### src/rtl/rv_plic_gateway.sv
// PLIC interrupt gateway: synchronizes raw sources, forms level/edge requests and
// tracks pending (ip) and in-service (ia) bits. Edge support under RV_PLIC_GATEWAY_EDGE_EN.
module rv_plic_gateway #(
  parameter int N_SOURCE = 32,
  localparam int SrcWidth = $clog2(N_SOURCE)
) (
  input  logic                clk_i,
  input  logic                rst_i,
  input  logic [N_SOURCE-1:0] src_i,
  input  logic [N_SOURCE-1:0] le_i,
  input  logic                claim_v_i,
  input  logic [SrcWidth-1:0] claim_id_i,
  input  logic                complete_v_i,
  input  logic [SrcWidth-1:0] complete_id_i,
  output logic [N_SOURCE-1:0] ip_o,
  output logic [N_SOURCE-1:0] ia_o
);

  // Source 0 is reserved: its ip/ia bits are masked off permanently.
  localparam logic [N_SOURCE-1:0] SrcMask = {{(N_SOURCE-1){1'b1}}, 1'b0};

  logic [N_SOURCE-1:0] s1_q, s2_q;
  logic [N_SOURCE-1:0] ip_q, ip_d;
  logic [N_SOURCE-1:0] ia_q, ia_d;
  logic [N_SOURCE-1:0] req;
  logic [N_SOURCE-1:0] pend_src;
  logic [N_SOURCE-1:0] claim_oh;
  logic [N_SOURCE-1:0] complete_oh;

  // Ids 0 and >= N_SOURCE never match a decoded bit, so illegal strobes are dropped.
  always_comb begin
    claim_oh    = '0;
    complete_oh = '0;
    for (int i = 1; i < N_SOURCE; i++) begin
      claim_oh[i]    = claim_v_i    && (claim_id_i    == SrcWidth'(i));
      complete_oh[i] = complete_v_i && (complete_id_i == SrcWidth'(i));
    end
  end

`ifdef RV_PLIC_GATEWAY_EDGE_EN
  logic [N_SOURCE-1:0] s3_q;
  logic [N_SOURCE-1:0] edge_pend_q, edge_pend_d;

  assign req = (le_i & s2_q & ~s3_q) | (~le_i & s2_q);

  // One-deep latch for edges that arrive while the source is in service.
  assign edge_pend_d = ia_q & (edge_pend_q | (req & le_i));
  assign pend_src    = req | edge_pend_q;

  always_ff @(posedge clk_i or posedge rst_i) begin
    if (rst_i) begin
      s3_q        <= '0;
      edge_pend_q <= '0;
    end else begin
      s3_q        <= s2_q;
      edge_pend_q <= edge_pend_d & SrcMask;
    end
  end
`else
  logic le_unused;

  assign le_unused = ^le_i;
  assign req       = s2_q;
  assign pend_src  = req;
`endif

  // Gating uses registered ia, so a completing source cannot re-pend in the same cycle.
  always_comb begin
    ip_d = ((ip_q | (pend_src & ~ia_q)) & ~claim_oh) & SrcMask;
    ia_d = ((ia_q & ~complete_oh) | claim_oh) & SrcMask;
  end

  always_ff @(posedge clk_i or posedge rst_i) begin
    if (rst_i) begin
      s1_q <= '0;
      s2_q <= '0;
      ip_q <= '0;
      ia_q <= '0;
    end else begin
      s1_q <= src_i;
      s2_q <= s1_q;
      ip_q <= ip_d;
      ia_q <= ia_d;
    end
  end

  assign ip_o = ip_q;
  assign ia_o = ia_q;

endmodule
### config.mk
export PLATFORM = sky130hd
export DESIGN_NAME = rv_plic_gateway
export DESIGN_NICKNAME = d
export VERILOG_FILES = /design/src/rtl/rv_plic_gateway.sv
export SDC_FILE = /design/constraint.sdc
export NUM_CORES = 1
export LEC_CHECK = 0
export BUFFER_PORTS_ARGS = -buffer_cell sky130_fd_sc_hd__buf_2
export CAP_MARGIN = 40
export CORE_UTILIZATION = 49
export CTS_CLUSTER_SIZE = 30
export DETAILED_ROUTE_END_ITERATION = 10
export PLACE_DENSITY_LB_ADDON = 0.12
export SKIP_CTS_REPAIR_TIMING = 1
export SLEW_MARGIN = 20
export SYNTH_ARGS = -nofsm -noshare
export SYNTH_HDL_FRONTEND = slang
export SYNTH_SLANG_ARGS = --single-unit
### constraint.sdc
create_clock -name clk_i -period 4.4 [get_ports clk_i]
set_input_delay 0.66 -clock clk_i [delete_from_list [all_inputs] [get_ports clk_i]]
set_output_delay 0.66 -clock clk_i [all_outputs]
set_load 0.005 [all_outputs]
# Word-level counts from Yosys, hierarchy flattened
# Cells that the tools add are included.
totals:
  reg_bits: 126
  in_bits: 78
  output_inout_bits: 64
  word_cells: 136
classes:
  eq_ne: 62
  bitwise: 8
  n_reduce_logical: 62
ops:
  columns: ["operator", "count"]
  rows:
  - ["5-bit == test, second input constant", 32]
  - ["32-bit AND", 3]
  - ["32-bit inverter", 3]
  - ["5-bit by 4-bit == test with 1-bit output, second input constant", 16]
  - ["32-bit bitwise OR", 2]
  - ["1-bit logical AND", 62]
  - ["5-bit by 3-bit == test with 1-bit output, second input constant", 8]
  - ["5-bit by 2-bit == test with 1-bit output, second input constant", 4]
  - ["5-bit by 1-bit == test with 1-bit output, second input constant", 2]

# Longest topological paths before layout
logic_depth:
  depth_word: 5
  ltp_mapped: 4

# Worst setup path before layout
# OpenSTA, ideal clock, no wires.
synth_path:
  path_type: "input-to-reg"
  start: "input claim_id_i[3]"
  end: "register ip_q[17], in the netlist ip_o[17]"
  arrival_ns: 1.443
  setup_slack_ns: 2.836
  path_stages: 4
  path_buffers: 2
  path_cell_list: "buf_2 or2_2 buf_2 o22a_1"
synth_via:
  elab_chain_len: 4
synth_rtl:
  columns: ["item", "line", "text"]
  rows:
  - ["from (decl)", "12", "input logic [SrcWidth-1:0] claim_id_i,"]
  - ["5-bit == test", "35", "claim_oh[i] = claim_v_i && (claim_id_i == SrcWidth'(i));"]
  - ["1-bit logical AND", "35", null]
  - ["32-bit inverter", "69", "ip_d = ((ip_q | (pend_src & ~ia_q)) & ~claim_oh) & SrcMask;"]
  - ["32-bit AND", "69", null]
  - ["via ip_d[17]", "23", "logic [N_SOURCE-1:0] ip_q, ip_d;"]
  - ["to (signal assigned)", "82", "ip_q <= ip_d;"]
  - ["to (decl)", "23", null]
# The timed path passes the listed nets, and every way through them passes these cells.

# Final worst setup path
layout_path:
  start: "register ia_q[28], in the netlist ia_o[28]"
  end: "output ia_o[28]"
layout_lines:
  columns: ["item", "line", "text"]
  rows:
  - ["from (decl)", "24", "logic [N_SOURCE-1:0] ia_q, ia_d;"]
  - ["from (signal assigned)", "83", "ia_q <= ia_d;"]
  - ["to (decl)", "16", "output logic [N_SOURCE-1:0] ia_o"]
# No word-level cell between the ends.

==> reports/qor.csv <==
stage,metric,value,unit
yosys,ys_async_sr_fraction,100,%
setup_path,r2r-end,ip_o[22]$_DFF_PP0_,
cts,cts_sinks,124,
setup_path,arrival,1070,ps
timing,worst-slew-pin-transition,574,ps
layout,antenna_cells,0,
yosys,yosysSeqAreaShare,74.7,%
layout,fin_area,0.00539,mm²
cts,cts_tree,done,
grt,grt_max_degree,65,
die,dieWidth,94.0,µm
layout,drive_gt1_share,32.3,%
timing,fin_worst_skew,7.18,ps
placement,place_area,0.00479,mm²
job,cap_violations,0,
route,wire_per_inst,17.7,µm
die,std_cell_rows,33,
layout,syn2layout_area_growth,29.9,%
yosys,synth.most_common_cell,dfrtp_1,
setup_path,worstPathCellList,buf_2,
die,ioPinCount,142,
timing,tns,0,ps
timing,fmax,579,MHz
placement,hpwlAfterDp,6.40,mm
cts,cts_root_buf,clkbuf_8,
route,via_count,2891,
power_and_ir_drop,p_leak,2.37,nW
timing,slew_viol_final,0,
timing,rsz0062_at_grt,no,
cts,htree_levels,4,
setup_path,endpoint_kind,output pin,
placement,gp_congestion,0.807,
layout,final_nets,506,
route,drt-initial-drc-count,185,
die,fp.dieH,94.0,µm
timing,finalSetupViolations,0,
setup_path,cp_max_fo,3,
outcome,outcome,"complete, no violations",
route,drc,0,
setup_path,crit_buf_inv,1,
yosys,yosys_most_used_dff,dfrtp_1,
yosys,ys_top_cells_by_count,"124 x dfrtp_1, 56 x o21ai_0, 26 x a21oi_1",
setup_path,cp_top_family,flip-flops,
yosys,synth-warning-count,0,
grt,grt_pass1_vias,2844,
yosys,mappedNetlistArea,0.00415,mm²
worst_hold_path,hold-path-endpoint,s1_q[31]$_DFF_PP0_,
cts,clockBufferDepth,2,
yosys,synth_cell_type_count,27,
worst_hold_path,min_from,src_i[31],
setup_path,critPathLaunchType,flop,
setup_path,slowest_stage,dfrtp_1,
worst_hold_path,hold_path.class,primary input to flop,
yosys,yosysTopAreaCellShare,74.7,%
power_and_ir_drop,p_per_area,538,mW/mm²
grt,overflow,0,
setup_path,r2r_cells,2,
power_and_ir_drop,ir_drop,0.342,mV
timing,fin_crit_sh,39.2,%
route,ant_nets,0,
setup_path,required,3740,ps
route,vias_per_cell,5.30,
die,core-area,0.00822,mm²
worst_hold_path,whs_path_depth,1,
yosys,yosys.area.top_type,dfrtp_1,
timing,finalHoldViolations,0,
grt,grt_first_pass_wirelength,15.2,mm
grt,grt_usage,24.2,%
placement,portBuffers,106,
cts,clock_latency,510,ps
route,drt-total-wl,9.64,mm
setup_path,cp_slowest_stage_delay,410,ps
route,dr.pass1.iters,4,
cts,path_clk_slew,60,ps
setup_path,r2r_setup_slack,3610,ps
cts,numCtsBuffers,17,
yosys,synth_edf_count,0,
yosys,synth_cells,306,
yosys,synth-seq-cells,124,
timing,maxSlewHeadroom,61.7,%
grt,antenna_found_initial,0,
setup_path,reg2reg_from,pend_src[22]$_DFF_PP0_,
die,start_util,50.5,%
timing,period_needed,1730,ps
die,die-area,0.00884,mm²
yosys,avgSynthCellArea,13.6,µm²
yosys,synth_area_leaders,"dfrtp_1 75%, o21ai_0 6.8%, o22a_1 3.4%",
setup_path,critical_path_class,flop to output pin,
[worst max path at each step]
stage | depth (start not counted) | startpoint | endpoint | slack (ps)
after global routing | 1 | ia_o[9]$_DFF_PP0_ | ia_o[9] | 2640
final | 1 | ia_o[28]$_DFF_PP0_ | ia_o[28] | 2670
after global placement | 4 | claim_id_i[4] | ip_o[3]$_DFF_PP0_ | 2620
after CTS | 1 | ia_o[17]$_DFF_PP0_ | ia_o[17] | 2660
after detailed placement | 3 | rst_i | s1_q[29]$_DFF_PP0_ | 2600
after floorplan | 1 | rst_i | ia_o[10]$_DFF_PP0_ | 440
[routing by layer]
layer | GRT usage (%) | vias to the layer above | wire length (µm) | share of wire (%)
li1 | - | 1316 | - | -
met1 | 32.9 | 1450 | 4060 | 42
met2 | 36.9 | 111 | 4770 | 49
met3 | 7.93 | 14 | 696 | 7.2
met4 | 7.82 | 0 | 119 | 1.2
met5 | 0 | - | 0 | 0
[cells by family after synthesis]
family                 Yosys count  share of synthesized area, %
buffers and inverters           24                          2.50
AOI/OAI and AO/OA              108                          14.6
other                            1                        0.0903
DFF                            124                          74.7
and+or+nand+nor                 49                          8.08
[per-stage QoR]
step,cells,hold slack (ps),worst slack [ps],util (%),power (mW)
final,545,250,2670,65.6,2.90
after global routing,545,225,2640,65.6,3.03
after CTS,543,235,2660,65.2,2.92
after detailed placement,512,335,2600,58.3,1.60
after global placement,512,332,2620,58.3,1.59
after floorplan,307,331,441,-,1.45
[sequential cells by signal, summed over array words and instances, names as in the netlist]
register / cells
ia_o: 31
ip_o: 31
pend_src: 31
s1_q: 31
[placed cells by master (no fill, tap or decap), types with 3 or more instances in the layout]
cell / instances
inv_1: 15
a21oi_1: 26
o21ai_1: 6
nand2_1: 3
clkbuf_16: 16
clkinv_2: 4
nand2b_1: 4
o22a_1: 16
nand4b_1: 5
a31oi_1: 4
dfrtp_1: 124
clkinvlp_4: 3
buf_2: 106
o21ai_0: 56
nand4bb_1: 3
clkbuf_8: 3
nor2b_1: 18
[where the power goes]
part	switching, mW	internal, mW
combinational	0.148	0.120
clock	0.484	0.828
sequential	0.0728	1.25
total	0.705	2.20
[final cells by class]
class / instances / area, µm²
Sequential cell: 124 / 3100
Inverter: 16 / 62.6
Tap cell: 105 / 131
Clock buffer: 20 / 445
Timing Repair Buffer: 110 / 583
Multi-Input combinational cell: 159 / 948
Clock inverter: 11 / 120
Fill cell: 642 / 2820
No activity file was read; power rests on OpenSTA's default activity.
